### src/rtl/dpram_req_adapter.sv
// dpram_req_adapter: command FIFO -> dpram port handshake -> latency pipe -> response FIFO.
// Define DPRAM_ADAPTER_WRITE_RSP_EN to make writes consume credit and return an acknowledgement.
module dpram_req_adapter #(
    parameter int DATA_W     = 8,
    parameter int ADDR_W     = 6,
    parameter int CMD_DEPTH  = 4,
    parameter int RSP_DEPTH  = 2,
    parameter int RD_LATENCY = 1
) (
    input  logic                        clk,
    input  logic                        rst_n,
    input  logic                        cmd_valid,
    output logic                        cmd_ready,
    input  logic                        cmd_we,
    input  logic [ADDR_W-1:0]           cmd_addr,
    input  logic [DATA_W-1:0]           cmd_wdata,
    output logic                        mem_valid,
    input  logic                        mem_ready,
    output logic                        mem_we,
    output logic [ADDR_W-1:0]           mem_addr,
    output logic [DATA_W-1:0]           mem_data,
    input  logic [DATA_W-1:0]           mem_q,
    output logic                        rsp_valid,
    input  logic                        rsp_ready,
    output logic [DATA_W-1:0]           rsp_rdata,
    output logic [ADDR_W-1:0]           rsp_addr,
    output logic                        busy,
    output logic [$clog2(CMD_DEPTH):0]  cmd_count
`ifdef DPRAM_ADAPTER_WRITE_RSP_EN
    ,
    output logic                        rsp_is_write
`endif
);
    localparam int CAW = $clog2(CMD_DEPTH);
    localparam int RAW = RSP_DEPTH > 1 ? $clog2(RSP_DEPTH) : 1;
    localparam int RCW = $clog2(RSP_DEPTH + 1);
`ifdef DPRAM_ADAPTER_WRITE_RSP_EN
    localparam bit WRESP = 1'b1;
`else
    localparam bit WRESP = 1'b0;
`endif
    typedef enum logic {IDLE, REQ} state_t;
    state_t state;
    logic [CAW-1:0] c_wr, c_rd, c_rd_n;
    logic [CAW:0] c_cnt, c_left, c_cnt_n;
    logic c_we [CMD_DEPTH];
    logic [ADDR_W-1:0] c_addr [CMD_DEPTH];
    logic [DATA_W-1:0] c_data [CMD_DEPTH];
    logic [RCW-1:0] credit, credit_n, r_cnt;
    logic [RD_LATENCY-1:0] p_v;
    logic [ADDR_W-1:0] p_addr [RD_LATENCY];
    logic [RAW-1:0] r_wr, r_rd;
    logic [ADDR_W-1:0] r_addr [RSP_DEPTH];
    logic [DATA_W-1:0] r_data [RSP_DEPTH];
    logic [DATA_W-1:0] exit_data;
    logic push, pop, issue, rsp_push, rsp_pop, head_we_n, elig_n;

    assign cmd_ready = c_cnt < (CAW+1)'(CMD_DEPTH);
    assign cmd_count = c_cnt;
    assign push      = cmd_valid && cmd_ready;
    assign mem_valid = state == REQ;
    assign pop       = mem_valid && mem_ready;
    assign issue     = pop && (!c_we[c_rd] || WRESP);
    assign mem_we    = mem_valid && c_we[c_rd];
    assign mem_addr  = mem_valid ? c_addr[c_rd] : '0;
    assign mem_data  = mem_valid ? c_data[c_rd] : '0;
    assign rsp_valid = r_cnt != '0;
    assign rsp_pop   = rsp_valid && rsp_ready;
    assign rsp_push  = p_v[RD_LATENCY-1];
    assign rsp_rdata = rsp_valid ? r_data[r_rd] : '0;
    assign rsp_addr  = rsp_valid ? r_addr[r_rd] : '0;
    assign busy      = c_cnt != '0 || |p_v || rsp_valid || mem_valid;

    // Eligibility is evaluated on next-cycle FIFO/credit values so issue is back-to-back.
    assign c_left    = c_cnt - (CAW+1)'(pop);
    assign c_cnt_n   = c_left + (CAW+1)'(push);
    assign c_rd_n    = c_rd + CAW'(pop);
    assign head_we_n = c_left == '0 ? cmd_we : c_we[c_rd_n];
    assign credit_n  = credit - RCW'(issue) + RCW'(rsp_pop);
    assign elig_n    = c_cnt_n != '0 && (credit_n != '0 || (head_we_n && !WRESP));

`ifdef DPRAM_ADAPTER_WRITE_RSP_EN
    logic [RD_LATENCY-1:0] p_w;
    logic r_w [RSP_DEPTH];
    assign exit_data    = p_w[RD_LATENCY-1] ? '0 : mem_q;
    assign rsp_is_write = rsp_valid && r_w[r_rd];
    always_ff @(posedge clk or negedge rst_n) begin
        if (!rst_n) p_w <= '0;
        else p_w <= (p_w << 1) | RD_LATENCY'(issue && c_we[c_rd]);
    end
    always_ff @(posedge clk) begin
        if (rsp_push) r_w[r_wr] <= p_w[RD_LATENCY-1];
    end
`else
    assign exit_data = mem_q;
`endif

    always_ff @(posedge clk or negedge rst_n) begin
        if (!rst_n) begin
            state  <= IDLE;
            c_wr   <= '0;
            c_rd   <= '0;
            c_cnt  <= '0;
            credit <= RCW'(RSP_DEPTH);
            p_v    <= '0;
            r_wr   <= '0;
            r_rd   <= '0;
            r_cnt  <= '0;
        end else begin
            state  <= elig_n ? REQ : IDLE;
            c_wr   <= c_wr + CAW'(push);
            c_rd   <= c_rd_n;
            c_cnt  <= c_cnt_n;
            credit <= credit_n;
            p_v    <= (p_v << 1) | RD_LATENCY'(issue);
            if (rsp_push) r_wr <= r_wr == RAW'(RSP_DEPTH - 1) ? '0 : r_wr + RAW'(1);
            if (rsp_pop) r_rd <= r_rd == RAW'(RSP_DEPTH - 1) ? '0 : r_rd + RAW'(1);
            r_cnt  <= r_cnt + RCW'(rsp_push) - RCW'(rsp_pop);
        end
    end

    always_ff @(posedge clk) begin
        if (push) begin
            c_we[c_wr]   <= cmd_we;
            c_addr[c_wr] <= cmd_addr;
            c_data[c_wr] <= cmd_wdata;
        end
        p_addr[0] <= c_addr[c_rd];
        for (int i = 1; i < RD_LATENCY; i++) p_addr[i] <= p_addr[i-1];
        if (rsp_push) begin
            r_addr[r_wr] <= p_addr[RD_LATENCY-1];
            r_data[r_wr] <= exit_data;
        end
    end
endmodule

### config.mk
export PLATFORM = sky130hd
export DESIGN_NAME = dpram_req_adapter
export DESIGN_NICKNAME = d
export VERILOG_FILES = /design/src/rtl/dpram_req_adapter.sv
export SDC_FILE = /design/constraint.sdc
export NUM_CORES = 1
export LEC_CHECK = 0
export ABC_AREA = 1
export ABC_CLOCK_PERIOD_IN_PS = 6000
export CAP_MARGIN = 25
export CORE_ASPECT_RATIO = 0.5
export CORE_MARGIN = 2
export CORE_UTILIZATION = 30
export DETAILED_ROUTE_END_ITERATION = 16
export GPL_TIMING_DRIVEN = 1
export PLACE_DENSITY = 0.52
export SLEW_MARGIN = 20
export SYNTH_ARGS = -nofsm -noshare
export SYNTH_HDL_FRONTEND = slang
export SYNTH_SLANG_ARGS = --single-unit
### constraint.sdc
create_clock -name clk -period 6 [get_ports clk]
set_input_delay 0.9 -clock clk [delete_from_list [all_inputs] [get_ports clk]]
set_output_delay 0.9 -clock clk [all_outputs]
set_load 0.01 [all_outputs]
==> results of run 1 <==
-- per-layer routing --
metal  up-vias  wire length (um)  track usage (%)
met5         -                 0                0
met3         4               299             2.93
met2        44              4230             20.4
met1      1282              4060             15.6
met4         0                33             2.67
li1       1370                 -                -
-- cells in the final DEF, fill, tap and decap left out, types with 3 or more instances in the layout --
master | synthesis | final
clkdlybuf4s50_1 | 0 | 63
nand3_2 | 3 | 3
a21oi_1 | 28 | 28
nand2_2 | 4 | 4
inv_1 | 21 | 21
clkbuf_16 | 0 | 9
xor2_1 | 5 | 5
nand3_1 | 5 | 5
ha_1 | 7 | 7
dfrtp_1 | 14 | 14
inv_6 | 0 | 3
nor3_2 | 0 | 3
nand2_1 | 67 | 67
buf_4 | 4 | 5
edfxtp_1 | 88 | 88
nor2_1 | 59 | 59
dfxtp_1 | 6 | 6
o21ai_0 | 28 | 28
-- registers in the layout, indices dropped and copies added (netlist names) --
signal / count
c_we: 4
r_wr: 1
r_rd: 1
c_data: 32
cmd_count: 3
credit: 2
r_addr: 12
mem_valid: 1
c_addr: 24
p_v: 1
p_addr: 6
r_cnt: 2
r_data: 16
c_rd: 2
c_wr: 2
-- critical path, stage by stage, from the launching register on --
cell	delay, ps
dfrtp_1	510
buf_4	280
inv_2	400
nor2_1	90
nor2_1	90
o21ai_0	130
a21oi_1	180
clkdlybuf4s50_1	560
-- kinds of logic after synthesis --
| family | after synthesis |
|---|---|
| simple gates | 149 |
| flops | 109 |
| compound gates | 56 |
| buf+inv | 37 |
| xor+xnor | 7 |
| fa+ha+maj | 7 |
-- path summary, 6_finish.rpt --
kind | start | to | cells after the start
worst max-delay path | c_rd[0]$_DFF_PN0_ | mem_addr[4] | 7
worst min-delay path | p_addr[0][4]$_DFF_P_ | r_addr[0][4]$_DFFE_PP_ | 0
worst max register to register | c_rd[0]$_DFF_PN0_ | mem_valid$_DFF_PN0_ | 15
worst min register to register | p_addr[0][4]$_DFF_P_ | r_addr[0][4]$_DFFE_PP_ | 0
max in group asynchronous | rst_n | credit[0]$_DFF_PN0_ | 1
min in group asynchronous | rst_n | c_wr[1]$_DFF_PN0_ | 1
-- Yosys cell counts (all sizes together) (6+ instances only) --
| library cell | instances | share of area [%] |
|---|---|---|
| a21oi | 28 | 3.2 |
| buf | 8 | 1.3 |
| clkbuf | 6 | 0.52 |
| dfrtp | 14 | 8.1 |
| dfxtp | 6 | 2.8 |
| edfxtp | 88 | 61 |
| ha | 7 | 2.0 |
| inv | 23 | 2.0 |
| nand2 | 71 | 6.4 |
| nand3 | 8 | 1.3 |
| nor2 | 61 | 5.4 |
| nor3 | 6 | 0.69 |
| o21ai | 28 | 3.2 |
-- final cells by class --
class                   count  share of cell area, %
clock buffers               9                   4.09
clock inverters             7                   1.16
inverters                  23                   1.57
multi-input cells         219                   19.4
flip-flops and latches    109                   57.1
well taps                 198                   4.50
repair buffers             68                   12.1
-- stage by stage --
step | instance area (um2) | instances
final | 5500 | 633
after global routing | 5500 | 633
after CTS | 5500 | 633
after detailed placement | 5210 | 617
after global placement | 5210 | 617
after floorplan | 4350 | 365
-- power groups by stage --
stage	clock network, mW	registers (mW)	logic (mW)
2_1_floorplan	0	1.11	0.681
3_3_place_gp	0	1.15	1.15
3_5_place_dp	0	1.15	1.16
4_1_cts	0.584	1.14	1.16
5_1_grt	0.615	1.16	1.28
6_report	0.568	1.13	1.13
==> impl_table.tex, run 1 <==
\begin{tabular}{lr}
\hline
Metric & Value \\
\hline
\multicolumn{2}{l}{\textbf{Routing}} \\
Number of vias after detailed routing & 2700 \\
Total Routed Length & 8620 um \\
Count of antenna-violating nets left after detailed routing & 0 \\
Initial detailed-routing violation count & 114 \\
Number of search-and-repair iterations in the first detailed-routing pass & 4 \\
Wire length per cell & 13.6 um \\
Routed via count divided by cell count & 4.27 \\
Post-detailed-route DRC marker count & 0 \\
\multicolumn{2}{l}{\textbf{Clocking}} \\
TritonCTS clock tree & yes \\
Clock transition at path regs & 70 ps \\
Clock latency at the later pin of the worst-skew pair & 350 ps \\
Maximum buffer depth of the clock tree & 2 \\
Clock Sink Count & 109 \\
CTS Buf Count & 9 \\
Setup fix buffers added after clock tree synthesis & 0 \\
Clock root buffer master & clkbuf\_16 \\
Number of hold-repair buffers added at the cts stage & 0 \\
Number of cells upsized or downsized after cts & 0 \\
Number of levels in the clock H-tree & 3 \\
\multicolumn{2}{l}{\textbf{Min path}} \\
Worst hold-check path type & reg2reg \\
\multicolumn{2}{l}{\textbf{Placement}} \\
Number of buffers inserted by port buffering & 63 \\
Post-Place Worst Slack & 2810 ps \\
Sum of net half-perimeters after detailed placement & 5520 um \\
GP Congestion & 0.721 \\
\multicolumn{2}{l}{\textbf{Global routing}} \\
First-pass GRT wire length & 13900 um \\
Via count of the first global-routing pass & 2684 \\
GRT Resource Usage Total & 11.9\% \\
Antenna violations before repair & 0 \\
Remaining global-route overflow & 0 \\
Largest net degree at the start of global routing & 31 \\
\multicolumn{2}{l}{\textbf{Setup path}} \\
Nature of the critical path endpoint & output port \\
Flop-to-flop setup slack & 3430 ps \\
Largest driver fanout on the critical path & 30 \\
Worst EP arrival & 2590 ps \\
CP Launch Type & flip-flop \\
Required time reported for the critical path endpoint & 5100 ps \\
Classification of the worst setup path & reg2out \\
\multicolumn{2}{l}{\textbf{Layout}} \\
FF/Latch Area & 3140 um2 \\
Fill cells & 1371 \\
Net count reported at finish & 465 \\
Footprint of the multi-input gates & 1070 um2 \\
Final cell utilization of the core & 38.4\% \\
\# diodes & 0 \\
Layout overhead on the synthesized area & 26.5\% \\
Fraction of final layout cells with drive strength greater than 1 & 8.51\% \\
\multicolumn{2}{l}{\textbf{Synth}} \\
Synthesis Warnings & 0 \\
Xor/xnor share of the synthesized area & 1.41\% \\
Mapped Nets & 400 \\
Count of flip-flops with a built-in enable after synthesis & 88 \\
Top flip-flop cell by instance count after synthesis & edfxtp\_1 \\
Share of async-settable or async-resettable flops after synthesis & 13.8\% \\
Dominant combinational cell family by area after synthesis & simple AND/OR/NAND/NOR gates \\
Post-synthesis share of cell area spent on and, or, nand and nor gates & 14.1\% \\
Share of synthesized cell area in full adder, half adder and majority cells & 2.01\% \\
Cell area after technology mapping & 4350 um2 \\
Number of different library cells in the post-synthesis netlist & 24 \\
Compound-cell area share of the yosys netlist & 6.45\% \\
Share of cell area taken by muxes after synthesis & 0\% \\
Syn\_area\_per\_cell & 11.9 um2 \\
Sequential fraction of the synthesis area & 72.2\% \\
Number of storage elements in the synthesis netlist & 109 \\
Gate count after technology mapping & 365 \\
\multicolumn{2}{l}{\textbf{Timing}} \\
Final worst-path setup slack & 2510 ps \\
Final worst clock skew & 9.55 ps \\
Final hold vios & 0 \\
Final worst hold slack & 431 ps \\
Unrepaired setup endpoints after global routing & false \\
Worst slew pin tran & 919 ps \\
Final min period & 3490 ps \\
Sum of negative setup slack & 0 ps \\
Max-slew headroom at the worst pin & 38.6\% \\
Maximum achievable frequency & 286 MHz \\
Setup violation total in the final timing report & 0 \\
Final number of max-transition violations & 0 \\
Fraction of the cycle the final worst path needs & 58.2\% \\
\multicolumn{2}{l}{\textbf{Power}} \\
NetSw & 1.02 mW \\
Cell area power density & 515 nW/um2 \\
Maximum resistive drop on vdd & 0.160 mV \\
Cell-internal power & 1.81 mW \\
Part of the power in the clock network & 20.1\% \\
Portion of total power attributed to combinational logic & 39.9\% \\
Total power draw & 2.83 mW \\
Part of the total power dissipated in sequential elements & 40.1\% \\
Share of total power consumed by net switching & 36.1\% \\
Leakage power summed over all cells & 2.06 nW \\
\multicolumn{2}{l}{\textbf{Floorplan}} \\
DIE HEIGHT & 89.1 um \\
Die Span X & 174 um \\
Die Outline Area & 15500 um2 \\
Boundary pin count & 64 \\
Placeable core area & 14300 um2 \\
Initial core utilization & 30.4\% \\
Row count & 31 \\
\multicolumn{2}{l}{\textbf{Job}} \\
\# Max-Cap Violations & 0 \\
\multicolumn{2}{l}{\textbf{Outcome}} \\
Status & completed \\
\hline
\end{tabular}
Note: power is estimated with default switching activity, not from simulation.
==> run 2, diff against run 1 <==
--- a/config.mk
+++ b/config.mk
@@ -6,7 +6,7 @@
 export NUM_CORES = 1
 export LEC_CHECK = 0
 export ABC_AREA = 1
-export ABC_CLOCK_PERIOD_IN_PS = 6000
+export ABC_CLOCK_PERIOD_IN_PS = 3500
 export CAP_MARGIN = 25
 export CORE_ASPECT_RATIO = 0.5
 export CORE_MARGIN = 2
==> constraint.sdc (replaced) <==
create_clock -name clk -period 3.5 [get_ports clk]
set_input_delay 0.525 -clock clk [delete_from_list [all_inputs] [get_ports clk]]
set_output_delay 0.525 -clock clk [all_outputs]
set_load 0.01 [all_outputs]
==> run 2 against run 1 <==
  * Worst hold slack improved by 1.8 ps
  * Core utilization about the same
  * Via count fell by 0.19%
  * Critical endpoint is now rsp_addr[4]
  * Largest cell class unchanged
  * Largest power group is now combinational cells
==> impl_table.tex, run 2 (synthesis results as in run 1) <==
\begin{tabular}{lr}
\hline
Metric & Value \\
\hline
\multicolumn{2}{l}{\textbf{Timing}} \\
Sum of negative setup slack & 0 ps \\
Fraction of the cycle the final worst path needs & 79.6\% \\
Unrepaired setup endpoints after global routing & false \\
Setup violation total in the final timing report & 0 \\
Final number of max-transition violations & 0 \\
Final worst clock skew & 6.01 ps \\
Maximum achievable frequency & 359 MHz \\
Final hold vios & 0 \\
Worst slew pin tran & 732 ps \\
Max-slew headroom at the worst pin & 51.0\% \\
Final min period & 2790 ps \\
\multicolumn{2}{l}{\textbf{Power}} \\
Total power draw & 4.83 mW \\
Part of the power in the clock network & 19.6\% \\
Part of the total power dissipated in sequential elements & 39.4\% \\
Leakage power summed over all cells & 2.06 nW \\
NetSw & 1.73 mW \\
Cell-internal power & 3.10 mW \\
Share of total power consumed by net switching & 35.8\% \\
Maximum resistive drop on vdd & 0.307 mV \\
Portion of total power attributed to combinational logic & 41.0\% \\
Cell area power density & 879 nW/um2 \\
\multicolumn{2}{l}{\textbf{Global routing}} \\
Via count of the first global-routing pass & 2622 \\
First-pass GRT wire length & 13900 um \\
Remaining global-route overflow & 0 \\
Antenna violations before repair & 0 \\
GRT Resource Usage Total & 12.1\% \\
Largest net degree at the start of global routing & 32 \\
\multicolumn{2}{l}{\textbf{Clocking}} \\
Maximum buffer depth of the clock tree & 2 \\
Number of hold-repair buffers added at the cts stage & 0 \\
Clock root buffer master & clkbuf\_16 \\
Setup fix buffers added after clock tree synthesis & 0 \\
Number of levels in the clock H-tree & 3 \\
Clock latency at the later pin of the worst-skew pair & 340 ps \\
TritonCTS clock tree & yes \\
CTS Buf Count & 9 \\
Number of cells upsized or downsized after cts & 0 \\
Clock transition at path regs & 70 ps \\
Clock Sink Count & 109 \\
\multicolumn{2}{l}{\textbf{Placement}} \\
Number of buffers inserted by port buffering & 63 \\
Sum of net half-perimeters after detailed placement & 5510 um \\
GP Congestion & 0.732 \\
\multicolumn{2}{l}{\textbf{Routing}} \\
Total Routed Length & 8770 um \\
Wire length per cell & 13.8 um \\
Initial detailed-routing violation count & 126 \\
Count of antenna-violating nets left after detailed routing & 0 \\
Routed via count divided by cell count & 4.24 \\
Post-detailed-route DRC marker count & 0 \\
Number of vias after detailed routing & 2695 \\
Number of search-and-repair iterations in the first detailed-routing pass & 4 \\
\multicolumn{2}{l}{\textbf{Floorplan}} \\
Die Span X & 174 um \\
Row count & 31 \\
DIE HEIGHT & 89.1 um \\
Boundary pin count & 64 \\
Die Outline Area & 15500 um2 \\
Placeable core area & 14300 um2 \\
Initial core utilization & 30.4\% \\
\multicolumn{2}{l}{\textbf{Setup path}} \\
Cell chain of the critical path & inv\_1 -> nand2\_1 -> a21oi\_1 -> clkdlybuf4s50\_1 \\
Classification of the worst setup path & reg2out \\
Largest incremental delay on the critical path & 590 ps \\
Required time reported for the critical path endpoint & 2970 ps \\
Largest driver fanout on the critical path & 15 \\
Worst EP arrival & 2260 ps \\
Slowest stage cell on the critical path & clkdlybuf4s50\_1 \\
Nature of the critical path endpoint & output port \\
CP Launch Type & flip-flop \\
\multicolumn{2}{l}{\textbf{Layout}} \\
Flip-flop count of the largest register after layout & 32 \\
FF/Latch Area & 3140 um2 \\
Net count reported at finish & 467 \\
Most common library cell in the layout ignoring fill and taps & edfxtp\_1 \\
Fill cells & 1376 \\
Fraction of final layout cells with drive strength greater than 1 & 8.70\% \\
Footprint of the multi-input gates & 1060 um2 \\
Layout overhead on the synthesized area & 26.4\% \\
Top reg by flops & c\_data \\
Final cell utilization of the core & 38.4\% \\
Registers with the most flip-flops & c\_data (32), c\_addr (24), r\_data (16) \\
\# diodes & 0 \\
Highest-count cells in the layout ignoring fill and taps & 88 x edfxtp\_1, 67 x nand2\_1, 63 x clkdlybuf4s50\_1, 59 x nor2\_1 \\
\multicolumn{2}{l}{\textbf{Outcome}} \\
Status & completed \\
\multicolumn{2}{l}{\textbf{Job}} \\
\# Max-Cap Violations & 0 \\
\multicolumn{2}{l}{\textbf{Min path}} \\
Worst hold-check path type & reg2reg \\
\hline
\end{tabular}
## run 2: stage by stage
step / setup slack [ps] / hold WS [ps] / cells / cell area (um2)
6_report: 714 / 432 / 635 / 5500
5_1_grt: 476 / 449 / 635 / 5500
4_1_cts: 659 / 436 / 635 / 5500
2_1_floorplan: 1330 / 229 / 365 / 4350
3_3_place_gp: 1070 / 412 / 619 / 5220
3_5_place_dp: 1050 / 421 / 619 / 5220
## run 2: cell type report
class	instances	share of cell area, %
multi-input combinational	219	19.4
timing repair buffer	70	12.4
sequential	109	57.1
clock inverter	6	0.842
inverter	23	1.57
clock buffer	10	4.17
tap	198	4.51
## run 2: routing by layer
metal / wire length, um / GRT usage (%) / share of wire, %
met5: 0 / 0 / 0
met4: 121 / 4.35 / 1.4
met3: 249 / 3.10 / 2.8
met2: 4020 / 20.1 / 46
met1: 4380 / 15.6 / 50
## run 2: power groups by stage
stage,combinational (mW),sequential [mW],clock [mW]
finish,1.98,1.91,0.945
global route,2.23,1.94,1.03
CTS,2.03,1.91,0.975
detailed placement,2.02,1.94,0
global placement,2.01,1.93,0
floorplan,1.17,1.89,0
## run 2: path summary, 6_finish.rpt
check | end | cells past startpoint | slack [ps] | start
worst max-delay path | rsp_addr[4] | 4 | 710 | r_rd$_DFFE_PN0P_
worst min-delay path | r_addr[1][1]$_DFFE_PP_ | 0 | 430 | p_addr[0][1]$_DFF_P_
worst max register to register | mem_valid$_DFF_PN0_ | 13 | 1470 | c_rd[1]$_DFF_PN0_
worst min register to register | r_addr[1][1]$_DFFE_PP_ | 0 | 430 | p_addr[0][1]$_DFF_P_
max in group asynchronous | c_rd[1]$_DFF_PN0_ | 1 | 2420 | rst_n
min in group asynchronous | c_wr[1]$_DFF_PN0_ | 1 | 610 | rst_n
## run 2: critical path, delay by kind of cell, from the launching register on
kind | cells | cell delay, ps
buf+inv | 2 | 1030
flops | 1 | 550
compound gates | 1 | 250
simple gates | 1 | 90
